`src/rtl/hazard_pkg.sv`:
```
// Shared types and encodings for the ID-stage hazard scoreboard.
// Scoreboard entries carry a fixed-width rd field; narrower register files zero-extend into it.
package hazard_pkg;

  localparam int REG_AW_MAX = 8;
  localparam int FWD_RF     = 0;
  localparam int BR_FREEZE  = 0;
  localparam int BR_PNT     = 1;

  typedef struct packed {
    logic                  valid;
    logic [REG_AW_MAX-1:0] rd;
    logic                  load;
  } sb_entry_t;

  function automatic int FWD_STAGE(input int k);
    return k + 1;
  endfunction

endpackage

```
`src/rtl/hazard_scoreboard_if.sv`:
```
// Decode-side bundle between the ID stage and the hazard scoreboard.
interface hazard_scoreboard_if #(
  parameter int REG_AW     = 5,
  parameter int PIPE_DEPTH = 3
);
  localparam int SEL_W = $clog2(PIPE_DEPTH + 1);

  logic              id_valid;
  logic [REG_AW-1:0] rs1;
  logic [REG_AW-1:0] rs2;
  logic              use_rs1;
  logic              use_rs2;
  logic [REG_AW-1:0] rd;
  logic              wr_rd;
  logic              is_load;
  logic              is_branch;
  logic              branch_taken;
  logic              pc_load;
  logic              if_id_load;
  logic              bubble;
  logic              flush_if_id;
  logic [SEL_W-1:0]  fwd_a_sel;
  logic [SEL_W-1:0]  fwd_b_sel;
  logic              stall;

  modport master (
    output id_valid, rs1, rs2, use_rs1, use_rs2, rd, wr_rd, is_load, is_branch, branch_taken,
    input  pc_load, if_id_load, bubble, flush_if_id, fwd_a_sel, fwd_b_sel, stall
  );

  modport slave (
    input  id_valid, rs1, rs2, use_rs1, use_rs2, rd, wr_rd, is_load, is_branch, branch_taken,
    output pc_load, if_id_load, bubble, flush_if_id, fwd_a_sel, fwd_b_sel, stall
  );

endinterface

```
`src/rtl/hazard_sb_shift.sv`:
```
// In-flight destination tracker: entry0 is EX, the highest index is the oldest stage.
module hazard_sb_shift
  import hazard_pkg::*;
#(
  parameter int PIPE_DEPTH = 3
) (
  input  logic                       i_clock,
  input  logic                       i_reset_n,
  input  sb_entry_t                  i_entry0,
  output sb_entry_t [PIPE_DEPTH-1:0] o_entries
);

  sb_entry_t [PIPE_DEPTH-1:0] r_entries;

  // Shift one stage toward the oldest entry every cycle; the oldest drops off.
  always_ff @(posedge i_clock or negedge i_reset_n) begin
    if (!i_reset_n) begin
      r_entries <= '0;
    end else begin
      r_entries[0] <= i_entry0;
      for (int k = 1; k < PIPE_DEPTH; k++) begin
        r_entries[k] <= r_entries[k-1];
      end
    end
  end

  assign o_entries = r_entries;

endmodule

```
`src/rtl/hazard_scoreboard.sv`:
```
// ID-stage hazard scoreboard: stall/bubble control, operand forwarding selects and
// branch freeze/flush, all decided combinationally from the scoreboard and the ID inputs.
module hazard_scoreboard
  import hazard_pkg::*;
#(
  parameter int REG_AW     = 5,
  parameter int PIPE_DEPTH = 3,
  parameter int FWD_EN     = 1,
  parameter int LOAD_LAT   = 1,
  parameter int RF_BYPASS  = 1,
  parameter int BR_MODE    = 0,
  parameter int BR_PENALTY = 2
) (
  input logic                i_clock,
  input logic                i_reset_n,
  hazard_scoreboard_if.slave bus
);

  localparam int SEL_W        = $clog2(PIPE_DEPTH + 1);
  localparam int BC_W         = $clog2(BR_PENALTY + 1);
  localparam int PAD_W        = REG_AW_MAX - REG_AW;
  localparam bit FREEZE_ON_BR = (BR_MODE != BR_PNT);

  sb_entry_t [PIPE_DEPTH-1:0] w_entries;
  sb_entry_t                  w_entry0;
  logic [REG_AW_MAX-1:0]      w_rs1;
  logic [REG_AW_MAX-1:0]      w_rs2;
  logic [REG_AW_MAX-1:0]      w_rd;
  logic [PIPE_DEPTH-1:0]      w_m1;
  logic [PIPE_DEPTH-1:0]      w_m2;
  logic [PIPE_DEPTH-1:0]      w_ld_young;
  logic [SEL_W-1:0]           w_sel_a;
  logic [SEL_W-1:0]           w_sel_b;
  logic [BC_W-1:0]            r_bcnt;
  logic                       w_freeze;
  logic                       w_hazard;
  logic                       w_fwd_ok;
  logic                       w_issue;
  logic                       w_pc_load;
  logic                       w_if_id_load;
  logic                       w_bubble;
  logic                       w_flush;
  logic                       w_stall;

  assign w_rs1    = {{PAD_W{1'b0}}, bus.rs1};
  assign w_rs2    = {{PAD_W{1'b0}}, bus.rs2};
  assign w_rd     = {{PAD_W{1'b0}}, bus.rd};
  assign w_freeze = (r_bcnt != '0);

  hazard_sb_shift #(
    .PIPE_DEPTH (PIPE_DEPTH)
  ) u_sb (
    .i_clock   (i_clock),
    .i_reset_n (i_reset_n),
    .i_entry0  (w_entry0),
    .o_entries (w_entries)
  );

  // Per-entry source matches; with RF_BYPASS the oldest stage has already reached the register file.
  always_comb begin
    w_m1       = '0;
    w_m2       = '0;
    w_ld_young = '0;
    for (int k = 0; k < PIPE_DEPTH; k++) begin
      if (RF_BYPASS != 0 && k == PIPE_DEPTH - 1) begin
        w_m1[k] = 1'b0;
        w_m2[k] = 1'b0;
      end else begin
        w_m1[k] = bus.use_rs1 && w_entries[k].valid && (w_entries[k].rd == w_rs1) && (bus.rs1 != '0);
        w_m2[k] = bus.use_rs2 && w_entries[k].valid && (w_entries[k].rd == w_rs2) && (bus.rs2 != '0);
      end
      w_ld_young[k] = w_entries[k].load && (k < LOAD_LAT);
    end
  end

  // Without forwarding any pending producer blocks; with it only a load that is still too young.
  always_comb begin
    if (FWD_EN == 0) begin
      w_hazard = bus.id_valid && (|(w_m1 | w_m2));
    end else begin
      w_hazard = bus.id_valid && (|((w_m1 | w_m2) & w_ld_young));
    end
  end

  // Youngest producer wins: scan from oldest to youngest so the last hit sticks.
  always_comb begin
    w_sel_a = SEL_W'(FWD_RF);
    w_sel_b = SEL_W'(FWD_RF);
    for (int k = PIPE_DEPTH - 1; k >= 0; k--) begin
      if (w_m1[k]) begin
        w_sel_a = SEL_W'(FWD_STAGE(k));
      end else begin
        w_sel_a = w_sel_a;
      end
      if (w_m2[k]) begin
        w_sel_b = SEL_W'(FWD_STAGE(k));
      end else begin
        w_sel_b = w_sel_b;
      end
    end
  end

  // Priority: reset, redirect flush, branch freeze, data hazard, normal issue.
  always_comb begin
    w_pc_load    = 1'b1;
    w_if_id_load = 1'b1;
    w_bubble     = 1'b0;
    w_flush      = 1'b0;
    w_stall      = 1'b0;
    w_issue      = 1'b0;
    if (!i_reset_n) begin
      w_issue = 1'b0;
    end else if (bus.branch_taken) begin
      w_bubble = 1'b1;
      w_flush  = 1'b1;
    end else if (w_freeze || w_hazard) begin
      w_pc_load    = 1'b0;
      w_if_id_load = 1'b0;
      w_bubble     = 1'b1;
      w_stall      = 1'b1;
    end else begin
      w_issue = bus.id_valid;
    end
  end

  assign w_fwd_ok        = i_reset_n && (FWD_EN != 0) && !w_freeze && !w_hazard;
  assign bus.pc_load     = w_pc_load;
  assign bus.if_id_load  = w_if_id_load;
  assign bus.bubble      = w_bubble;
  assign bus.flush_if_id = w_flush;
  assign bus.stall       = w_stall;
  assign bus.fwd_a_sel   = w_fwd_ok ? w_sel_a : SEL_W'(FWD_RF);
  assign bus.fwd_b_sel   = w_fwd_ok ? w_sel_b : SEL_W'(FWD_RF);

  // New EX entry: the issuing instruction's destination, or a bubble.
  always_comb begin
    w_entry0       = '0;
    w_entry0.valid = w_issue && bus.wr_rd && (bus.rd != '0);
    w_entry0.rd    = w_issue ? w_rd : '0;
    w_entry0.load  = w_issue && bus.is_load;
  end

  // Branch freeze countdown; a redirect cancels any remaining freeze.
  always_ff @(posedge i_clock or negedge i_reset_n) begin
    if (!i_reset_n) begin
      r_bcnt <= '0;
    end else if (bus.branch_taken) begin
      r_bcnt <= '0;
    end else if (w_freeze) begin
      r_bcnt <= r_bcnt - BC_W'(1);
    end else if (FREEZE_ON_BR && w_issue && bus.is_branch) begin
      r_bcnt <= BC_W'(BR_PENALTY);
    end else begin
      r_bcnt <= r_bcnt;
    end
  end

endmodule

```
`src/flat_wrapper.sv`:
```
// flat-port wrapper written by rule: the top's interface ports become plain ports
module hazard_scoreboard_flat import hazard_pkg::*;
#(
  parameter int REG_AW     = 5,
  parameter int PIPE_DEPTH = 3,
  parameter int FWD_EN     = 1,
  parameter int LOAD_LAT   = 1,
  parameter int RF_BYPASS  = 1,
  parameter int BR_MODE    = 0,
  parameter int BR_PENALTY = 2
)
  (i_clock, i_reset_n, bus_id_valid, bus_rs1, bus_rs2, bus_use_rs1, bus_use_rs2, bus_rd, bus_wr_rd, bus_is_load, bus_is_branch, bus_branch_taken, bus_pc_load, bus_if_id_load, bus_bubble, bus_flush_if_id, bus_fwd_a_sel, bus_fwd_b_sel, bus_stall);
  hazard_scoreboard_if #(.REG_AW(REG_AW), .PIPE_DEPTH(PIPE_DEPTH)) bus_i ();
  input logic i_clock;
  input logic i_reset_n;
  input wire logic [$bits(bus_i.id_valid)-1:0] bus_id_valid;
  input wire logic [$bits(bus_i.rs1)-1:0] bus_rs1;
  input wire logic [$bits(bus_i.rs2)-1:0] bus_rs2;
  input wire logic [$bits(bus_i.use_rs1)-1:0] bus_use_rs1;
  input wire logic [$bits(bus_i.use_rs2)-1:0] bus_use_rs2;
  input wire logic [$bits(bus_i.rd)-1:0] bus_rd;
  input wire logic [$bits(bus_i.wr_rd)-1:0] bus_wr_rd;
  input wire logic [$bits(bus_i.is_load)-1:0] bus_is_load;
  input wire logic [$bits(bus_i.is_branch)-1:0] bus_is_branch;
  input wire logic [$bits(bus_i.branch_taken)-1:0] bus_branch_taken;
  output wire logic [$bits(bus_i.pc_load)-1:0] bus_pc_load;
  output wire logic [$bits(bus_i.if_id_load)-1:0] bus_if_id_load;
  output wire logic [$bits(bus_i.bubble)-1:0] bus_bubble;
  output wire logic [$bits(bus_i.flush_if_id)-1:0] bus_flush_if_id;
  output wire logic [$bits(bus_i.fwd_a_sel)-1:0] bus_fwd_a_sel;
  output wire logic [$bits(bus_i.fwd_b_sel)-1:0] bus_fwd_b_sel;
  output wire logic [$bits(bus_i.stall)-1:0] bus_stall;
  assign bus_i.id_valid = bus_id_valid;
  assign bus_i.rs1 = bus_rs1;
  assign bus_i.rs2 = bus_rs2;
  assign bus_i.use_rs1 = bus_use_rs1;
  assign bus_i.use_rs2 = bus_use_rs2;
  assign bus_i.rd = bus_rd;
  assign bus_i.wr_rd = bus_wr_rd;
  assign bus_i.is_load = bus_is_load;
  assign bus_i.is_branch = bus_is_branch;
  assign bus_i.branch_taken = bus_branch_taken;
  assign bus_pc_load = bus_i.pc_load;
  assign bus_if_id_load = bus_i.if_id_load;
  assign bus_bubble = bus_i.bubble;
  assign bus_flush_if_id = bus_i.flush_if_id;
  assign bus_fwd_a_sel = bus_i.fwd_a_sel;
  assign bus_fwd_b_sel = bus_i.fwd_b_sel;
  assign bus_stall = bus_i.stall;
  hazard_scoreboard #(.REG_AW(REG_AW), .PIPE_DEPTH(PIPE_DEPTH), .FWD_EN(FWD_EN), .LOAD_LAT(LOAD_LAT), .RF_BYPASS(RF_BYPASS), .BR_MODE(BR_MODE), .BR_PENALTY(BR_PENALTY)) u_core (.i_clock(i_clock), .i_reset_n(i_reset_n), .bus(bus_i));
endmodule
```
`config.mk`:
```
export PLATFORM = sky130hd
export DESIGN_NAME = hazard_scoreboard_flat
export DESIGN_NICKNAME = d
export VERILOG_FILES = /design/src/rtl/hazard_pkg.sv /design/src/rtl/hazard_scoreboard_if.sv /design/src/rtl/hazard_sb_shift.sv /design/src/rtl/hazard_scoreboard.sv /design/src/flat_wrapper.sv
export SDC_FILE = /design/constraint.sdc
export NUM_CORES = 1
export LEC_CHECK = 0
export ABC_AREA = 1
export CORE_ASPECT_RATIO = 1.2
export CORE_MARGIN = 5
export CORE_UTILIZATION = 46
export CTS_CLUSTER_SIZE = 25
export DETAILED_ROUTE_END_ITERATION = 16
export GPL_TIMING_DRIVEN = 1
export PLACE_DENSITY = 0.78
export SYNTH_ARGS = -nofsm -noshare
export SYNTH_HDL_FRONTEND = slang
export SYNTH_SLANG_ARGS = --single-unit
```
`constraint.sdc`:
```
create_clock -name i_clock -period 1.9 [get_ports i_clock]
set_input_delay 0.38 -clock i_clock [delete_from_list [all_inputs] [get_ports i_clock]]
set_output_delay 0.38 -clock i_clock [all_outputs]
set_load 0.01 [all_outputs]
```
* Word level (Yosys, flattened, before mapping)
Index checks and enable logic that the tools add are counted.
** Operators by class
- Add/subtract/negate cells :: 1
- Equal/unequal tests :: 4
- Muxes and demuxes :: 23
- Reduce and logical (&&, ||, !) cells :: 28
- Bitwise gates (word level) :: 2
** Operators with widths (count)
- $eq A8 B5 Y1 :: 4
- $logic_and A1 B1 Y1 :: 19
- $mux W2 :: 9
- $reduce_bool A5 Y1 :: 3
- $mux W1 :: 13
- $mux W5 :: 1
- $and A3 B1 Y3 :: 1
- $reduce_bool A3 Y1 :: 1
- $reduce_or A3 Y1 :: 1
- $logic_not A1 Y1 :: 2
- $or A2 B2 Y2 :: 1
- $reduce_bool A2 Y1 :: 1
- $sub A2 B1 Y2 const B :: 1
- $logic_or A1 B1 Y1 :: 1
** Word-level totals
- Register bits after elaboration :: 21
- Output and inout port bits :: 9
- Bits of input ports :: 24

* Logic depth before layout (Yosys ltp)
- Word-level depth :: 15
- Mapped depth :: 13
- Mapped depth without buffers :: 13

* By module
From an unflattened synthesis, not the netlist that was laid out.
** Unflattened totals
- Cells, all modules :: 174
- Area, all modules :: 1493.9 sq um
** By module, submodules not included
- hazard_sb_shift :: sequential area each 750.7 sq um, cells each 30, times used 1, area an instance 750.7 sq um
- hazard_scoreboard :: sequential area each 50.0 sq um, cells each 144, times used 1, area an instance 743.2 sq um

* Worst setup path before layout
No wires, ideal clock.
- Kind :: register to output
- From :: register u_core.u_sb.r_entries (netlist bit u_core.u_sb.o_entries[3])
- To :: output bus_pc_load
- Cell stages (with the launch flop) :: 12
- Arrival :: 1250 ps
- Buffers on the path :: 1
- Slack :: 270 ps
- Cells stage by stage :: dfrtp_1 inv_1 nand2_1 nand2_1 nand2_1 nor2_2 nand2_4 nand2_4 nand2_4 nand2_4 nand2_1 buf_4
** On the way
- Longest elaborated chain between the ends :: 11
** RTL lines
- from (decl) :: RTL line hazard_sb_shift.sv:13 : sb_entry_t [PIPE_DEPTH-1:0] r_entries;
- from (signal, indexed assignment) :: RTL line hazard_sb_shift.sv:22 : r_entries[k] <= r_entries[k-1];
- $eq A8 B5 Y1 (on tied branches) :: RTL line hazard_scoreboard.sv:69, hazard_scoreboard.sv:70
- $logic_and A1 B1 Y1 (on tied branches) (2 in series) :: RTL line hazard_scoreboard.sv:69, hazard_scoreboard.sv:70
- $or A2 B2 Y2 * :: RTL line hazard_scoreboard.sv:81 : w_hazard = bus.id_valid && (|((w_m1 | w_m2) & w_ld_young));
- $and A3 B1 Y3 * :: RTL line hazard_scoreboard.sv:81
- $reduce_or A3 Y1 * :: RTL line hazard_scoreboard.sv:81
- $logic_and A1 B1 Y1 * :: RTL line hazard_scoreboard.sv:81
- $logic_or A1 B1 Y1 * :: RTL line hazard_scoreboard.sv:116 : end else if (w_freeze || w_hazard) begin
- $mux W1 * (3 in series)
- to (decl) :: RTL line flat_wrapper.sv:26 : output wire logic [$bits(bus_i.pc_load)-1:0] bus_pc_load;
Mark *: on every way between the ends. The rest lies on a longest branch, timed or not.

* Worst setup path after layout
- From :: register u_core.u_sb.r_entries (netlist bit u_core.u_sb.o_entries[2])
- To :: output bus_bubble
** On the way
- Longest elaborated chain between the ends :: 11
** RTL lines
- $eq A8 B5 Y1 (on tied branches) :: RTL line hazard_scoreboard.sv:69, hazard_scoreboard.sv:70
- $logic_and A1 B1 Y1 (on tied branches) (2 in series) :: RTL line hazard_scoreboard.sv:69, hazard_scoreboard.sv:70
- $or A2 B2 Y2 * :: RTL line hazard_scoreboard.sv:81
- $and A3 B1 Y3 * :: RTL line hazard_scoreboard.sv:81
- $reduce_or A3 Y1 * :: RTL line hazard_scoreboard.sv:81
- $logic_and A1 B1 Y1 * :: RTL line hazard_scoreboard.sv:81
- $logic_or A1 B1 Y1 * :: RTL line hazard_scoreboard.sv:116
- $mux W1 * :: RTL line hazard_scoreboard.sv:116
- $mux W1 * :: RTL line hazard_scoreboard.sv:113 : end else if (bus.branch_taken) begin
- $mux W1 * :: RTL line hazard_scoreboard.sv:111 : if (!i_reset_n) begin
- to (decl) :: RTL line flat_wrapper.sv:28 : output wire logic [$bits(bus_i.bubble)-1:0] bus_bubble;
Marked as above.

==> reports/qor.json <==
{
  "end_kind": {"value": "output pin"},
  "clock-root-buffer": {"value": "sky130_fd_sc_hd__clkbuf_4"},
  "worst-endpoint-arrival": {"value": 1.69, "unit": "ns"},
  "die_h": {"value": 62.8, "unit": "µm"},
  "post_synth_inst_count": {"value": 155},
  "cts.htree.levels": {"value": 1},
  "cell_count_of_the_worst_reg_to_reg_path": {"value": 13},
  "total_power": {"value": 952, "unit": "µW"},
  "final_common_cell": {"value": "sky130_fd_sc_hd__nand2_1"},
  "combinationalPowerShare": {"value": 0.415},
  "setup_slack_placement": {"value": -0.763, "unit": "ns"},
  "grt_pass1_vias": {"value": 1146},
  "num_vias": {"value": 1137},
  "drc": {"value": 0},
  "drive_above_1_share": {"value": 0.390},
  "run_status": {"value": "complete, but fails checks"},
  "ant_diodes": {"value": 0},
  "rsz0062_at_grt": {"value": "true"},
  "synth-seq-cells": {"value": 15},
  "ys_warn_count": {"value": 0},
  "die_width": {"value": 54.0, "unit": "µm"},
  "boundaryPins": {"value": 33},
  "globalplace.congestion": {"value": 0.893},
  "syn_area_per_cell": {"value": 6.90, "unit": "µm²"},
  "cts-root-to-sink-buffers": {"value": 2},
  "dp.final_hpwl": {"value": 2330, "unit": "µm"},
  "port_buffers": {"value": 32},
  "fin_nets": {"value": 237},
  "layout.cells.non_filler": {"value": 241},
  "power.leakage": {"value": 0.000886, "unit": "µW"},
  "postLayoutSetupSlackWorst": {"value": -0.171, "unit": "ns"},
  "post_synth_instance_area": {"value": 1070, "unit": "µm²"},
  "pre_repair_dr_iteration_count": {"value": 4},
  "grt_first_pass_wirelength": {"value": 4640, "unit": "µm"},
  "timing_max_transition_violations_final": {"value": 0},
  "largest_net_degree_at_the_start_of_global_routing": {"value": 11},
  "grt_overflow": {"value": 0},
  "tritoncts": {"value": "built"},
  "p_per_area": {"value": 585, "unit": "nW/µm²"},
  "drtAntennaViolNets": {"value": 0},
  "synth.net_count": {"value": 181},
  "sw_frac_of_total": {"value": 0.366},
  "wl": {"value": 2890, "unit": "µm"},
  "synth-seq-area-share": {"value": 0.351},
  "timing.final.hold_violations": {"value": 0},
  "clock_insertion_delay_worst_skew": {"value": 0.29, "unit": "ns"},
  "power.net_switching": {"value": 348, "unit": "µW"},
  "tritoncts.num_buffers": {"value": 3},
  "worstReg2RegStart": {"value": "u_core.u_sb.o_entries[2]"},
  "worst-path-max-fanout": {"value": 4},
  "r2r_slack": {"value": 0.18, "unit": "ns"},
  "path_class": {"value": "reg -> out"},
  "max_clock_freq": {"value": 483, "unit": "MHz"},
  "power_frac_seq": {"value": 0.395},
  "vias_per_cell": {"value": 4.72},
  "setup.worst_path.start_class": {"value": "register"},
  "final.setup_skew": {"value": 0.00297, "unit": "ns"},
  "synthDistinctLibCells": {"value": 22},
  "p_int": {"value": 604, "unit": "µW"},
  "placeableCoreArea": {"value": 2260, "unit": "µm²"},
  "area_delta_synth_final": {"value": 52.2, "unit": "%"},
  "route.detailed.wl_per_inst": {"value": 12.0, "unit": "µm"},
  "violations": {"value": "setup timing"},
  "worst_ep_required_time": {"value": 1.52, "unit": "ns"},
  "numPlacedInstances": {"value": 233},
  "dr.first_iter.drc_count": {"value": 17},
  "floorplan.initialDensity": {"value": 0.474},
  "timing.max_slew.rel_slack": {"value": 0.784},
  "antenna_found_initial": {"value": 0},
  "setup_viol": {"value": 8},
  "finalCriticalPeriod": {"value": 2.07, "unit": "ns"},
  "r2r-end": {"value": "u_core.r_bcnt[1]"},
  "hold_path_class": {"value": "in -> async"},
  "min_period_over_period": {"value": 1.09},
  "maxCapViolCount": {"value": 0},
  "tritoncts_num_sinks": {"value": 15},
  "global_route.usage.total": {"value": 0.188},
  "layout_common_cells": {"value": "44 x sky130_fd_sc_hd__nand2_1, 19 x sky130_fd_sc_hd__inv_1, 19 x sky130_fd_sc_hd__buf_4, 15 x sky130_fd_sc_hd__inv_2, 14 x sky130_fd_sc_hd__dfrtp_1"},
  "max_slew.worst_pin.slew": {"value": 0.323, "unit": "ns"},
  "fp-row-count": {"value": 19},
  "power.clock.fraction": {"value": 0.190},
  "fp.dieArea": {"value": 3390, "unit": "µm²"},
  "vdd.ir_drop.worst": {"value": 547, "unit": "µV"},
  "path_clk_slew": {"value": 0.09, "unit": "ns"}
}
[layout make-up]
class	instances	area [µm²]
flip-flops and latches	15	377
repair buffers	52	420
fillers	200	631
well taps	31	38.8
multi-input cells	105	637
inverters	34	128
clock inverters	1	5.00
clock buffers	3	22.5
[worst max-delay path, stage by stage (launching register included)]
cell	delay [ns]
sky130_fd_sc_hd__dfrtp_1	0.44
sky130_fd_sc_hd__buf_6	0.14
sky130_fd_sc_hd__nand2_1	0.08
sky130_fd_sc_hd__nand3_2	0.10
sky130_fd_sc_hd__nor2_4	0.14
sky130_fd_sc_hd__nand2_4	0.06
sky130_fd_sc_hd__nand2_4	0.07
sky130_fd_sc_hd__nand2_4	0.07
sky130_fd_sc_hd__nand2_4	0.07
sky130_fd_sc_hd__nor2_4	0.04
sky130_fd_sc_hd__nor2_2	0.07
sky130_fd_sc_hd__buf_2	0.13
[per-stage QoR]
stage          cell area [µm²]  utilization  hold WS, ns  TNS (ns)
3_5_place_dp              1540        0.683        0.400     -7.22
4_1_cts                   1570        0.695        0.348    -0.996
6_report                  1630        0.721        0.357     -1.08
2_1_floorplan             1070            -       0.0844         0
3_3_place_gp              1540        0.683        0.397     -6.85
5_1_grt                   1630        0.721        0.349     -1.93
[synth_stat cells]
cell,n,share of area
sky130_fd_sc_hd__nand4_1,2,0.012
sky130_fd_sc_hd__inv_1,22,0.077
sky130_fd_sc_hd__nand2_1,46,0.16
sky130_fd_sc_hd__ha_1,2,0.023
sky130_fd_sc_hd__o22ai_1,3,0.018
sky130_fd_sc_hd__nand4_2,1,0.012
sky130_fd_sc_hd__buf_4,1,0.0070
sky130_fd_sc_hd__dfrtp_1,15,0.35
sky130_fd_sc_hd__or2_2,1,0.0059
sky130_fd_sc_hd__nor2_1,12,0.042
sky130_fd_sc_hd__nor2_4,1,0.011
sky130_fd_sc_hd__inv_2,12,0.042
sky130_fd_sc_hd__xor2_1,1,0.0082
sky130_fd_sc_hd__nand3_1,9,0.042
sky130_fd_sc_hd__nor2_2,12,0.070
sky130_fd_sc_hd__a2111oi_0,2,0.016
sky130_fd_sc_hd__nor3_1,1,0.0047
sky130_fd_sc_hd__nand2_4,6,0.063
sky130_fd_sc_hd__a211oi_1,1,0.0070
sky130_fd_sc_hd__a21oi_1,2,0.0094
sky130_fd_sc_hd__a221oi_1,1,0.0082
sky130_fd_sc_hd__o21ai_0,2,0.0094
[state kept, by name (all words and copies together), names as in the netlist]
| register | flops |
|---|---|
| u_core.u_sb.o_entries | 13 |
| u_core.r_bcnt | 2 |
[routing by layer]
| metal | share of wire | GRT usage | wire length, µm |
|---|---|---|---|
| met1 | 0.34 | 0.185 | 978 |
| met2 | 0.56 | 0.336 | 1630 |
| met3 | 0.046 | 0.0215 | 134 |
| met4 | 0.050 | 0.137 | 145 |
| met5 | 0 | 0 | 0 |
[cell families (layout without fill, tap and decap cells)]
family,Yosys count,in the layout,share of synthesized area
compound gates,11,11,0.0678
simple gates,91,91,0.423
fa+ha+maj,2,2,0.0234
flops,15,15,0.351
buf+inv,35,90,0.126
xor+xnor,1,1,0.00819
[worst max path at each step]
stage | depth (start not counted) | to | start | slack [ns]
floorplan | 11 | bus_pc_load | u_core.u_sb.o_entries[3] | 0.27
global placement | 6 | bus_fwd_b_sel[1] | bus_rs2[2] | -0.78
detailed placement | 6 | bus_fwd_b_sel[1] | bus_rs2[2] | -0.76
CTS | 13 | bus_bubble | u_core.u_sb.o_entries[2] | -0.18
global route | 13 | bus_bubble | u_core.u_sb.o_entries[2] | -0.29
finish | 11 | bus_bubble | u_core.u_sb.o_entries[2] | -0.17
[power by group through the flow]
stage / clock (µW) / combinational, µW / sequential (µW)
4_1_cts: 191 / 377 / 375
5_1_grt: 206 / 441 / 382
3_3_place_gp: 0 / 359 / 379
6_report: 181 / 395 / 377
3_5_place_dp: 0 / 378 / 381
2_1_floorplan: 0 / 220 / 374
[timing repair]
| item | in CTS | in global routing |
|---|---|---|
| pin swaps | 15 | 11 |
| setup buffers | 3 | 1 |
| gates resized for setup | 54 | 17 |
| hold buffers | 0 | 0 |
| endpoints found under the setup margin | 9 | 9 |
Note: power is estimated with default switching activity, not from simulation.
